==> config.mk <==
export PLATFORM = sky130hd
export DESIGN_NAME = fetch_stage
export DESIGN_NICKNAME = d
export VERILOG_FILES = /design/src/rtl/fetch_stage_pkg.sv /design/src/rtl/fetch_stage_if_id_reg.sv /design/src/rtl/fetch_stage.sv
export SDC_FILE = /design/constraint.sdc
export NUM_CORES = 1
export LEC_CHECK = 0
export ABC_AREA = 1
export BUFFER_PORTS_ARGS = -buffer_cell sky130_fd_sc_hd__buf_4
export CORE_UTILIZATION = 35
export CTS_BUF_LIST = sky130_fd_sc_hd__clkbuf_2
export DETAILED_ROUTE_END_ITERATION = 16
export SYNTH_ARGS = -nofsm -noshare
export SYNTH_HDL_FRONTEND = slang
export SYNTH_SLANG_ARGS = --single-unit
==> constraint.sdc <==
create_clock -name clk -period 2.6 [get_ports clk]
set_input_delay 0.13 -clock clk [delete_from_list [all_inputs] [get_ports clk]]
set_output_delay 0.13 -clock clk [all_outputs]
set_load 0.01 [all_outputs]
==> src/rtl/fetch_stage_pkg.sv <==
// Shared fetch/decode definitions: instruction field positions, long-opcode marker,
// boot vector address and the fetch FSM state encoding.
package fetch_stage_pkg;

  localparam int OPC_HI = 7;
  localparam int OPC_LO = 4;
  localparam int RA_HI  = 3;
  localparam int RA_LO  = 2;
  localparam int RB_HI  = 1;
  localparam int RB_LO  = 0;

  localparam logic [3:0] LONG_OPC_DEF  = 4'hC;
  localparam logic [7:0] BOOT_ADDR_DEF = 8'h00;

  typedef enum logic [1:0] {
    ST_BOOT = 2'd0,
    ST_OP   = 2'd1,
    ST_IMM  = 2'd2
  } fetch_state_e;

  function automatic logic is_long_opc(input logic [7:0] b, input logic [3:0] opc);
    return b[OPC_HI:OPC_LO] == opc;
  endfunction

endpackage

==> src/rtl/fetch_stage_if_id_reg.sv <==
// IF/ID pipeline register: loads on en, flush only kills valid, reset clears everything.
module fetch_stage_if_id_reg #(
  parameter int ADDR_W = 8
) (
  input  logic              clk,
  input  logic              rst,
  input  logic              en_i,
  input  logic              flush_i,
  input  logic [7:0]        instr_i,
  input  logic [7:0]        imm_i,
  input  logic [ADDR_W-1:0] pc_next_i,
  input  logic              valid_i,
  output logic [7:0]        instr_o,
  output logic [7:0]        imm_o,
  output logic [ADDR_W-1:0] pc_next_o,
  output logic              valid_o
);

  logic [7:0]        instr_q;
  logic [7:0]        imm_q;
  logic [ADDR_W-1:0] pc_next_q;
  logic              valid_q;

  // Flush leaves the payload fields stale; only valid matters to downstream.
  always_ff @(posedge clk) begin
    if (rst) begin
      instr_q   <= '0;
      imm_q     <= '0;
      pc_next_q <= '0;
      valid_q   <= 1'b0;
    end else if (flush_i) begin
      valid_q   <= 1'b0;
    end else if (en_i) begin
      instr_q   <= instr_i;
      imm_q     <= imm_i;
      pc_next_q <= pc_next_i;
      valid_q   <= valid_i;
    end
  end

  assign instr_o   = instr_q;
  assign imm_o     = imm_q;
  assign pc_next_o = pc_next_q;
  assign valid_o   = valid_q;

endmodule

==> src/rtl/fetch_stage.sv <==
// IF stage: owns the PC, loads the boot vector, assembles one-/two-byte instructions
// from the byte-wide async ROM and drives the IF/ID register.
module fetch_stage
  import fetch_stage_pkg::*;
#(
  parameter int                ADDR_W    = 8,
  parameter logic [3:0]        LONG_OPC  = LONG_OPC_DEF,
  parameter logic [ADDR_W-1:0] BOOT_ADDR = ADDR_W'(BOOT_ADDR_DEF)
) (
  input  logic              clk,
  input  logic              rst,
  input  logic              pc_en,
  input  logic              if_id_en,
  input  logic              flush,
  input  logic [ADDR_W-1:0] branch_target,
  output logic [ADDR_W-1:0] imem_addr,
  input  logic [7:0]        imem_data,
  output logic [7:0]        if_id_instr,
  output logic [7:0]        if_id_imm,
  output logic [ADDR_W-1:0] if_id_pc_next,
  output logic              if_id_valid,
  output logic [1:0]        if_id_ra,
  output logic [1:0]        if_id_rb,
  output fetch_state_e      state_dbg
);

  fetch_state_e      state_q;
  logic [ADDR_W-1:0] pc_q;
  logic [7:0]        hold_q;

  logic              stall;
  logic              op_long;
  logic [ADDR_W-1:0] pc_inc;

  assign stall   = ~pc_en | ~if_id_en;
  assign op_long = is_long_opc(imem_data, LONG_OPC);
  assign pc_inc  = pc_q + ADDR_W'(1);

  // Priority in OP/IMM: rst > flush > stall > advance. BOOT always completes in one cycle.
  always_ff @(posedge clk) begin
    if (rst) begin
      state_q <= ST_BOOT;
      pc_q    <= BOOT_ADDR;
      hold_q  <= '0;
    end else begin
      case (state_q)
        ST_BOOT: begin
          pc_q    <= ADDR_W'(imem_data);
          state_q <= ST_OP;
        end
        default: begin
          if (flush) begin
            pc_q    <= branch_target;
            state_q <= ST_OP;
            hold_q  <= '0;
          end else if (!stall) begin
            pc_q <= pc_inc;
            if (state_q == ST_IMM) begin
              state_q <= ST_OP;
            end else if (op_long) begin
              hold_q  <= imem_data;
              state_q <= ST_IMM;
            end else begin
              state_q <= ST_OP;
            end
          end
        end
      endcase
    end
  end

  logic              reg_en_d;
  logic              reg_flush_d;
  logic [7:0]        ld_instr_d;
  logic [7:0]        ld_imm_d;
  logic              ld_valid_d;

  // IF/ID load controls; a long opcode in OP loads a bubble.
  always_comb begin
    reg_en_d    = 1'b0;
    reg_flush_d = 1'b0;
    ld_instr_d  = imem_data;
    ld_imm_d    = '0;
    ld_valid_d  = 1'b0;
    case (state_q)
      ST_BOOT: reg_en_d = 1'b1;
      default: begin
        if (flush) begin
          reg_flush_d = 1'b1;
        end else if (!stall) begin
          reg_en_d = 1'b1;
          if (state_q == ST_IMM) begin
            ld_instr_d = hold_q;
            ld_imm_d   = imem_data;
            ld_valid_d = 1'b1;
          end else begin
            ld_valid_d = ~op_long;
          end
        end
      end
    endcase
  end

  fetch_stage_if_id_reg #(.ADDR_W(ADDR_W)) u_if_id_reg (
    .clk       (clk),
    .rst       (rst),
    .en_i      (reg_en_d),
    .flush_i   (reg_flush_d),
    .instr_i   (ld_instr_d),
    .imm_i     (ld_imm_d),
    .pc_next_i (pc_inc),
    .valid_i   (ld_valid_d),
    .instr_o   (if_id_instr),
    .imm_o     (if_id_imm),
    .pc_next_o (if_id_pc_next),
    .valid_o   (if_id_valid)
  );

  assign imem_addr = pc_q;
  assign if_id_ra  = if_id_instr[RA_HI:RA_LO];
  assign if_id_rb  = if_id_instr[RB_HI:RB_LO];
  assign state_dbg = state_q;

endmodule

==> impl_metrics.env, run 1 <==
export IMPL_run_status="finished with violations"
export IMPL_failed_checks="design-rule violations"
export IMPL_count_of_final_setup_violators=0
export IMPL_area_growth_syn_to_layout_pct=30.2
export IMPL_total_power_mw=1.29
export IMPL_core_rowCount=27
export IMPL_static_leakage_power_nw=1.16
export IMPL_crit_path_cell_trace="dlygate4sd3_1 > buf_4 > inv_2 > nand2_2 > nand2_2 > inv_2 > nand2_1 > a21oi_1 > dlygate4sd3_1"
export IMPL_cap_viol_max_count=0
export IMPL_design_area_um2=2600
export IMPL_post_synth_cell_area_avg_um2=7.06
export IMPL_tritoncts="done"
export IMPL_synthesis_area_um2=2000
export IMPL_clockRootBuffer="clkbuf_2"
export IMPL_stdcell_count=420
export IMPL_yosysWarningCount=0
export IMPL_postRouteWirelength_mm=5.21
export IMPL_pin_count_of_the_biggest_net_entering_global_routing=32
export IMPL_io_buffer_count=59
export IMPL_grt_pass1_vias=1836
export IMPL_route_vias_total=2023
export IMPL_powerDensity_nw_per_um2=498
export IMPL_post_synth_xor_area_fraction=0.0132
export IMPL_ant_nets=0
export IMPL_final_hold_violation_count=0
export IMPL_worst_slew_margin_rel=0.416
export IMPL_critPathMaxStageDelay_ps=550
export IMPL_finalSetupTns_ps=0
export IMPL_slew_violations=0
export IMPL_clk_pin_slew_worst_paths_ps=230
export IMPL_critical_path_arrival_ps=2590
export IMPL_postCtsResizedCells=0
export IMPL_grt_first_pass_wirelength_mm=8.74
export IMPL_synth_top_area_share=0.431
export IMPL_synth_cells=283
export IMPL_slowest_stage="dlygate4sd3_1"
export IMPL_place_detailed_hpwl_mm=3.59
export IMPL_drc_errors=2
export IMPL_dpl_cell_count=399
export IMPL_final_nets=369
export IMPL_cts_buffers_inserted=5
export IMPL_die_h_um=77.5
export IMPL_vias_per_cell=4.82
export IMPL_floorplan_io_pins=60
export IMPL_cts_max_level=2
export IMPL_dpl_instance_area_um2=2430
export IMPL_grt_setup_unrepaired="false"
export IMPL_max_freq_ghz=0.442
export IMPL_grt_overflow_total=0
export IMPL_synth_adder_area_share=0.00627
export IMPL_yosys_register_bits=43
export IMPL_synth_area_leaders="dfxtp_1, nand2_1, a21oi_1"
export IMPL_post_synthesis_simple_gate_area_fraction=0.246
export IMPL_start_kind="input pin"
export IMPL_hold_path_class="input pin to register"
export IMPL_antenna_found_initial=0
export IMPL_mappedNetlistNets=305
export IMPL_vdd_ir_drop_worst_v=0.000271
export IMPL_worst_clock_skew_ps=18.7
export IMPL_worstSetupEndpointType="register"
export IMPL_synth_top_area_cell="dfxtp_1"
export IMPL_num_antenna_cells=0
export IMPL_filler_cell_count=596
export IMPL_post_route_cells_drive_above_1_share=0.216
export IMPL_globalRouteTotalUtil=0.184
export IMPL_critical_path_max_fanout=31
export IMPL_timing_worst_slew_pin_value_ps=875
export IMPL_avgRoutedWirePerCell_um=12.4
export IMPL_floorplan_initialDensity=0.363
export IMPL_synth_compound_area_frac=0.205
export IMPL_design_die_area_um2=6010
export IMPL_clkLatencyLatePin_ps=410
export IMPL_min_period_over_period=0.869
export IMPL_final_cell_mix="nand2_1, buf_4, dfxtp_1, a21oi_1, o21ai_0"
export IMPL_holdBufCountCts=13
export IMPL_tritoncts_num_sinks=43
export IMPL_main_combinational_cell_family_by_area_after_synthesis="simple AND/OR/NAND/NOR gates"
export IMPL_clock_path_buffers=2
export IMPL_mostFrequentLayoutCell="nand2_1"
export IMPL_initialDrtViolationCount=102
export IMPL_worstSetupPathType="input pin to register"
export IMPL_post_route_min_period_ps=2260
export IMPL_die_w_um=77.5
export IMPL_synth_mux_area_fraction=0
export IMPL_drt_pass1_iterations=10
export IMPL_ys_seq_area_frac=0.431
export IMPL_gp_congestion=0.799
export IMPL_floorplan_core_area_um2=5510
export IMPL_netlist_cell_type_count=20
export IMPL_post_cts_setup_buffer_count=0
export IMPL_critical_path_required_ps=2930
[cell type report]
class	count	area [um^2]	area share
Multi-Input combinational cell	200	938	0.361
Sequential cell	43	861	0.331
Timing Repair Buffer	73	581	0.223
Inverter	24	90.1	0.0346
Tap cell	72	90.1	0.0346
Clock buffer	5	25.0	0.00962
Clock inverter	3	15.0	0.00577
[where the power goes]
| group | switching [mW] | leakage (nW) | total, mW | internal (mW) |
|---|---|---|---|---|
| clock | 0.222 | 0.0241 | 0.282 | 0.0599 |
| combinational | 0.149 | 0.784 | 0.277 | 0.128 |
| sequential | 0.0345 | 0.354 | 0.735 | 0.701 |
[final timing paths]
| path | depth (start not counted) | endpoint | slack [ps] | startpoint |
|---|---|---|---|---|
| min | 5 | imem_addr[7]$_SDFFE_PP0P_ | 80 | branch_target[7] |
| min reg2reg | 2 | hold_q[4]$_SDFFE_PP0P_ | 460 | hold_q[4]$_SDFFE_PP0P_ |
| max reg2reg | 7 | u_if_id_reg.imm_o[2]$_SDFFE_PP0P_ | 490 | state_dbg[1]$_SDFFE_PP0P_ |
| max | 9 | u_if_id_reg.imm_o[2]$_SDFFE_PP0P_ | 340 | flush |
[Yosys cell counts]
cell / instances
inv_2: 2
clkbuf_1: 4
o21ai_2: 1
nor3_1: 2
o21ai_0: 34
nor2_4: 3
ha_1: 1
nand2_2: 2
dfxtp_1: 43
buf_6: 2
nand2_1: 65
nand3_2: 1
o211ai_1: 4
nor2_1: 32
buf_4: 8
xor2_1: 3
nand3_1: 12
inv_1: 22
a21oi_1: 40
buf_2: 2
[per-stage QoR]
| step | setup WS [ps] | hold WS (ps) | utilization |
|---|---|---|---|
| final | 339 | 79.4 | 0.472 |
| after CTS | 349 | 58.1 | 0.472 |
| after detailed placement | 909 | 396 | 0.441 |
| after global placement | 962 | 398 | 0.441 |
| after floorplan | 1300 | 199 | - |
| after global routing | 160 | 53.5 | 0.472 |
[per-layer routing]
layer | global-route usage | wire (um) | share of wire | up-vias
li1 | - | - | - | 1043
met5 | 0 | 0 | 0 | -
met3 | 0.0376 | 278 | 0.053 | 5
met1 | 0.253 | 2480 | 0.48 | 912
met4 | 0.0566 | 45 | 0.0086 | 0
met2 | 0.288 | 2410 | 0.46 | 63
[sequential cells by signal (all words and copies together), names as in the netlist]
register and flops:
u_if_id_reg.pc_next_o 8, state_dbg 2, u_if_id_reg.valid_o 1, imem_addr 8, u_if_id_reg.instr_o 8, u_if_id_reg.imm_o 8, hold_q 8
[logic make-up (layout without fill, tap and decap cells)]
logic type,Yosys count,count (layout)
buffers and inverters,40,105
flip-flops,43,43
adder cells (fa/ha/maj),1,1
AO/OA/AOI/OAI,79,79
AND/OR/NAND/NOR,117,117
XOR/XNOR,3,3
[worst max-delay path: cells and delay by family]
kind	cells	cell delay [ps]
AOI/OAI and AO/OA	1	50
buffers and inverters	5	1740
and+or+nand+nor	3	670
Note: power is estimated with default switching activity, not from simulation.
==> run 2, diff against run 1 <==
--- a/config.mk
+++ b/config.mk
@@ -8,7 +8,7 @@
 export ABC_AREA = 1
 export BUFFER_PORTS_ARGS = -buffer_cell sky130_fd_sc_hd__buf_4
 export CORE_UTILIZATION = 35
-export CTS_BUF_LIST = sky130_fd_sc_hd__clkbuf_2
+export CTS_BUF_LIST = sky130_fd_sc_hd__clkbuf_4 sky130_fd_sc_hd__clkbuf_8
 export DETAILED_ROUTE_END_ITERATION = 16
 export SYNTH_ARGS = -nofsm -noshare
 export SYNTH_HDL_FRONTEND = slang
==> impl_metrics.env, run 2 (synthesized netlist as in run 1, its figures left out) <==
export IMPL_run_status="finished with violations"
export IMPL_failed_checks="design-rule violations"
export IMPL_tritoncts_num_sinks=43
export IMPL_place_detailed_hpwl_mm=3.59
export IMPL_post_cts_setup_buffer_count=0
export IMPL_grt_overflow_total=0
export IMPL_cts_max_level=2
export IMPL_worst_slew_margin_rel=0.428
export IMPL_vdd_ir_drop_worst_v=0.000339
export IMPL_slew_violations=0
export IMPL_clockRootBuffer="clkbuf_8"
export IMPL_worstSetupPathType="register to register"
export IMPL_post_route_min_period_ps=1590
export IMPL_io_buffer_count=59
export IMPL_total_power_mw=1.47
export IMPL_cap_viol_max_count=0
export IMPL_final_setup_worst_slack_ps=1010
export IMPL_gp_congestion=0.799
export IMPL_worstSetupEndpointType="register"
export IMPL_grt_setup_unrepaired="false"
export IMPL_tritoncts="done"
export IMPL_initialDrtViolationCount=112
export IMPL_powerDensity_nw_per_um2=581
export IMPL_post_route_util=0.460
export IMPL_core_rowCount=27
export IMPL_mostFrequentLayoutCell="nand2_1"
export IMPL_grt_first_pass_wirelength_mm=8.52
export IMPL_antenna_found_initial=0
export IMPL_pin_count_of_the_biggest_net_entering_global_routing=32
export IMPL_drt_pass1_iterations=10
export IMPL_vias_per_cell=4.81
export IMPL_floorplan_initialDensity=0.363
export IMPL_final_nets=356
export IMPL_postCtsResizedCells=0
export IMPL_cts_buffers_inserted=5
export IMPL_filler_cell_count=595
export IMPL_drc_errors=2
export IMPL_floorplan_core_area_um2=5510
export IMPL_die_w_um=77.5
export IMPL_ant_nets=0
export IMPL_post_route_cells_drive_above_1_share=0.230
export IMPL_grt_pass1_vias=1797
export IMPL_area_growth_syn_to_layout_pct=26.9
export IMPL_start_kind="register"
export IMPL_timing_worst_slew_pin_value_ps=857
export IMPL_critical_path_max_fanout=31
export IMPL_clkLatencyLatePin_ps=300
export IMPL_slowest_stage="dfxtp_1"
export IMPL_clock_path_buffers=2
export IMPL_die_h_um=77.5
export IMPL_final_hold_violation_count=0
export IMPL_worst_clock_skew_ps=5.61
export IMPL_route_vias_total=1958
export IMPL_finalSetupTns_ps=0
export IMPL_crit_path_cell_trace="nor2_4 > inv_1 > nand2_2 > inv_2 > nand2_1 > a21oi_1"
export IMPL_critical_path_required_ps=2830
export IMPL_postRouteWirelength_mm=5.04
export IMPL_max_freq_ghz=0.628
export IMPL_avgRoutedWirePerCell_um=12.4
export IMPL_static_leakage_power_nw=1.13
export IMPL_final_cell_mix="nand2_1, buf_4, dfxtp_1, a21oi_1, o21ai_0"
export IMPL_min_period_over_period=0.612
export IMPL_count_of_final_setup_violators=0
export IMPL_clk_pin_slew_worst_paths_ps=80
export IMPL_holdBufCountCts=0
export IMPL_globalRouteTotalUtil=0.179
export IMPL_critPathMaxStageDelay_ps=440
export IMPL_num_antenna_cells=0
export IMPL_design_die_area_um2=6010
export IMPL_hold_path_class="input pin to register"
export IMPL_critical_path_arrival_ps=1820
export IMPL_floorplan_io_pins=60
export IMPL_dpl_worst_slack_ps=909
-- run 2: cell types whose count changed in the layout (fill, tap and decap cells not counted), sizes merged --
cell,delta
dlygate4sd3,-13
clkbuf,+2
clkinv,-2
-- run 2: critical path, delay by kind of cell, from the launching register on --
family / cells / cell delay [ps]
compound gates: 1 / 130
simple gates: 3 / 480
flops: 1 / 440
buf+inv: 2 / 470
-- run 2: per-stage QoR --
step | cell area [um^2] | std cells | hold slack [ps]
finish | 2530 | 407 | 79.7
global route | 2530 | 407 | 77.9
CTS | 2530 | 407 | 74.2
detailed placement | 2430 | 399 | 396
global placement | 2430 | 399 | 398
floorplan | 2000 | 283 | 199
-- run 2: routing by layer --
metal,track usage,vias up,routed length [um]
li1,-,1017,-
met1,0.248,882,2480
met2,0.280,52,2290
met3,0.0376,7,227
met4,0.0509,0,48
met5,0,-,0
-- run 2: worst paths after layout --
path                            cells past startpoint                           endpoint  slack [ps]                 startpoint
worst max-delay path                                6  u_if_id_reg.imm_o[3]$_SDFFE_PP0P_        1010  state_dbg[1]$_SDFFE_PP0P_
worst min-delay path                                2  u_if_id_reg.imm_o[2]$_SDFFE_PP0P_          80                        rst
worst max register to register                      6  u_if_id_reg.imm_o[3]$_SDFFE_PP0P_        1010  state_dbg[1]$_SDFFE_PP0P_
worst min register to register                      2             hold_q[4]$_SDFFE_PP0P_         450     hold_q[4]$_SDFFE_PP0P_
-- run 2: power by group --
group | switching (mW) | total (mW) | internal (mW)
sequential | 0.0339 | 0.733 | 0.699
combinational | 0.146 | 0.262 | 0.116
clock | 0.235 | 0.477 | 0.242
-- run 2: cell type report --
| cell class | count | area [um^2] | area share |
|---|---|---|---|
| tap | 72 | 90.1 | 0.0356 |
| multi-input combinational | 200 | 938 | 0.370 |
| inverter | 24 | 90.1 | 0.0356 |
| clock inverter | 1 | 7.51 | 0.00296 |
| sequential | 43 | 861 | 0.340 |
| timing repair buffer | 60 | 450 | 0.178 |
| clock buffer | 7 | 96.3 | 0.0380 |
==> run 3, diff against run 2 <==
==> constraint.sdc (replaced) <==
create_clock -name clk -period 1.6 [get_ports clk]
set_input_delay 0.08 -clock clk [delete_from_list [all_inputs] [get_ports clk]]
set_output_delay 0.08 -clock clk [all_outputs]
set_load 0.01 [all_outputs]
==> impl_metrics.env, run 3 (synthesized netlist as in run 1, its figures left out) <==
export IMPL_r2r_end="imem_addr[2]$_SDFFE_PP0P_"
export IMPL_cap_viol_max_count=0
export IMPL_clkLatencyLatePin_ps=300
export IMPL_dpl_worst_slack_ps=195
export IMPL_floorplan_core_area_um2=5510
export IMPL_total_power_mw=2.51
export IMPL_post_route_cells_drive_above_1_share=0.241
export IMPL_worst_clock_skew_ps=6.11
export IMPL_postRouteWirelength_mm=5.18
export IMPL_worstSetupPathType="register to register"
export IMPL_critical_path_max_fanout=16
export IMPL_io_buffer_count=59
export IMPL_globalRouteTotalUtil=0.183
export IMPL_route_vias_total=1978
export IMPL_post_route_util=0.473
export IMPL_clk_pin_slew_worst_paths_ps=90
export IMPL_min_period_over_period=0.888
export IMPL_mostFrequentLayoutCell="nand2_1"
export IMPL_finalSetupTns_ps=0
export IMPL_floorplan_initialDensity=0.363
export IMPL_critical_path_arrival_ps=1620
export IMPL_vdd_ir_drop_worst_v=0.000532
export IMPL_worstHoldStart="rst"
export IMPL_ant_nets=0
export IMPL_worstHoldPathCells=2
export IMPL_postCtsResizedCells=0
export IMPL_tritoncts_num_sinks=43
export IMPL_grt_first_pass_wirelength_mm=8.66
export IMPL_vias_per_cell=4.80
export IMPL_timing_worst_slew_pin_value_ps=324
export IMPL_initialDrtViolationCount=88
export IMPL_static_leakage_power_nw=1.17
export IMPL_final_setup_worst_slack_ps=179
export IMPL_num_antenna_cells=0
export IMPL_ff2ff_path_depth=6
export IMPL_start_kind="register"
export IMPL_grt_overflow_total=0
export IMPL_hold_path_end="hold_q[6]$_SDFFE_PP0P_"
export IMPL_holdBufCountCts=0
export IMPL_post_cts_setup_buffer_count=0
export IMPL_avgRoutedWirePerCell_um=12.6
export IMPL_hold_path_class="input pin to register"
export IMPL_design_area_um2=2610
export IMPL_worst_slew_margin_rel=0.783
export IMPL_dpl_instance_area_um2=2490
export IMPL_grt_setup_unrepaired="false"
export IMPL_die_h_um=77.5
export IMPL_drt_pass1_iterations=10
export IMPL_gp_congestion=0.798
export IMPL_stdcell_count=412
export IMPL_clock_path_buffers=2
export IMPL_antenna_found_initial=0
export IMPL_grt_pass1_vias=1819
export IMPL_final_cell_mix="nand2_1, buf_4, dfxtp_1, a21oi_1, o21ai_0"
export IMPL_powerDensity_nw_per_um2=964
export IMPL_critical_path_required_ps=1800
export IMPL_drc_errors=2
export IMPL_count_of_final_setup_violators=0
export IMPL_final_nets=361
export IMPL_failed_checks="design-rule violations"
export IMPL_design_die_area_um2=6010
export IMPL_tritoncts="done"
export IMPL_core_rowCount=27
export IMPL_timing_hold_ws_ps=44.6
export IMPL_post_route_min_period_ps=1420
export IMPL_r2r_start="state_dbg[1]$_SDFFE_PP0P_"
export IMPL_cts_buffers_inserted=5
export IMPL_dpl_cell_count=404
export IMPL_max_freq_ghz=0.704
export IMPL_worstSetupEndpointType="register"
export IMPL_final_hold_violation_count=0
export IMPL_pin_count_of_the_biggest_net_entering_global_routing=22
export IMPL_clockRootBuffer="clkbuf_8"
export IMPL_run_status="finished with violations"
export IMPL_r2r_slack_ps=180
export IMPL_slew_violations=0
export IMPL_area_growth_syn_to_layout_pct=30.5
export IMPL_cts_max_level=2
export IMPL_die_w_um=77.5
export IMPL_floorplan_io_pins=60
export IMPL_place_detailed_hpwl_mm=3.69
run 3: changes by cell type in the layout (fill, tap and decap cells not counted):
cell,previous run,this run
buf_12,0,2
clkbuf_8,7,5
buf_4,60,63
clkinv_2,0,1
clkinv_4,0,1
clkinvlp_4,1,0
bufinv_16,0,1
run 3: layout make-up:
class / instances / area (um^2)
tap: 72 / 90.1
timing repair buffer: 65 / 513
inverter: 24 / 90.1
sequential: 43 / 861
clock inverter: 3 / 43.8
clock buffer: 5 / 68.8
multi-input combinational: 200 / 938
fill: 555 / 2900
run 3: where the power goes:
part           total (mW)  switching [mW]  internal, mW  leakage [nW]
Combinational       0.452           0.246         0.206         0.762
Sequential           1.19          0.0509          1.14         0.354
Clock               0.874           0.408         0.465        0.0581
Total                2.51           0.705          1.81          1.17
run 3: worst max-delay path: stages, from the launching register on:
cell and delay [ps]:
dfxtp_1 420, nor2_4 40, buf_4 190, nor2_4 200, inv_1 180, o21ai_0 220
a21oi_1 60
run 3: worst max path at each step:
stage                               from                               endpoint  slack [ps]  cells after the start
6_report       state_dbg[1]$_SDFFE_PP0P_              imem_addr[2]$_SDFFE_PP0P_         180                      6
5_1_grt        state_dbg[0]$_SDFFE_PP0P_                 hold_q[0]$_SDFFE_PP0P_           4                      8
4_1_cts        state_dbg[1]$_SDFFE_PP0P_              imem_addr[2]$_SDFFE_PP0P_         180                      6
3_5_place_dp   state_dbg[1]$_SDFFE_PP0P_              imem_addr[2]$_SDFFE_PP0P_         190                      6
2_1_floorplan  imem_addr[0]$_SDFFE_PP0P_  u_if_id_reg.pc_next_o[6]$_SDFFE_PP0P_         300                      6
3_3_place_gp   state_dbg[1]$_SDFFE_PP0P_              imem_addr[1]$_SDFFE_PP0P_         220                      6
run 3: per-layer routing:
metal / vias up / part of all wire / GRT usage
met1: 876 / 0.48 / 0.243
met5: - / 0 / 0
met4: 0 / 0.0079 / 0.0604
met2: 66 / 0.44 / 0.290
met3: 6 / 0.066 / 0.0424
li1: 1030 / - / -
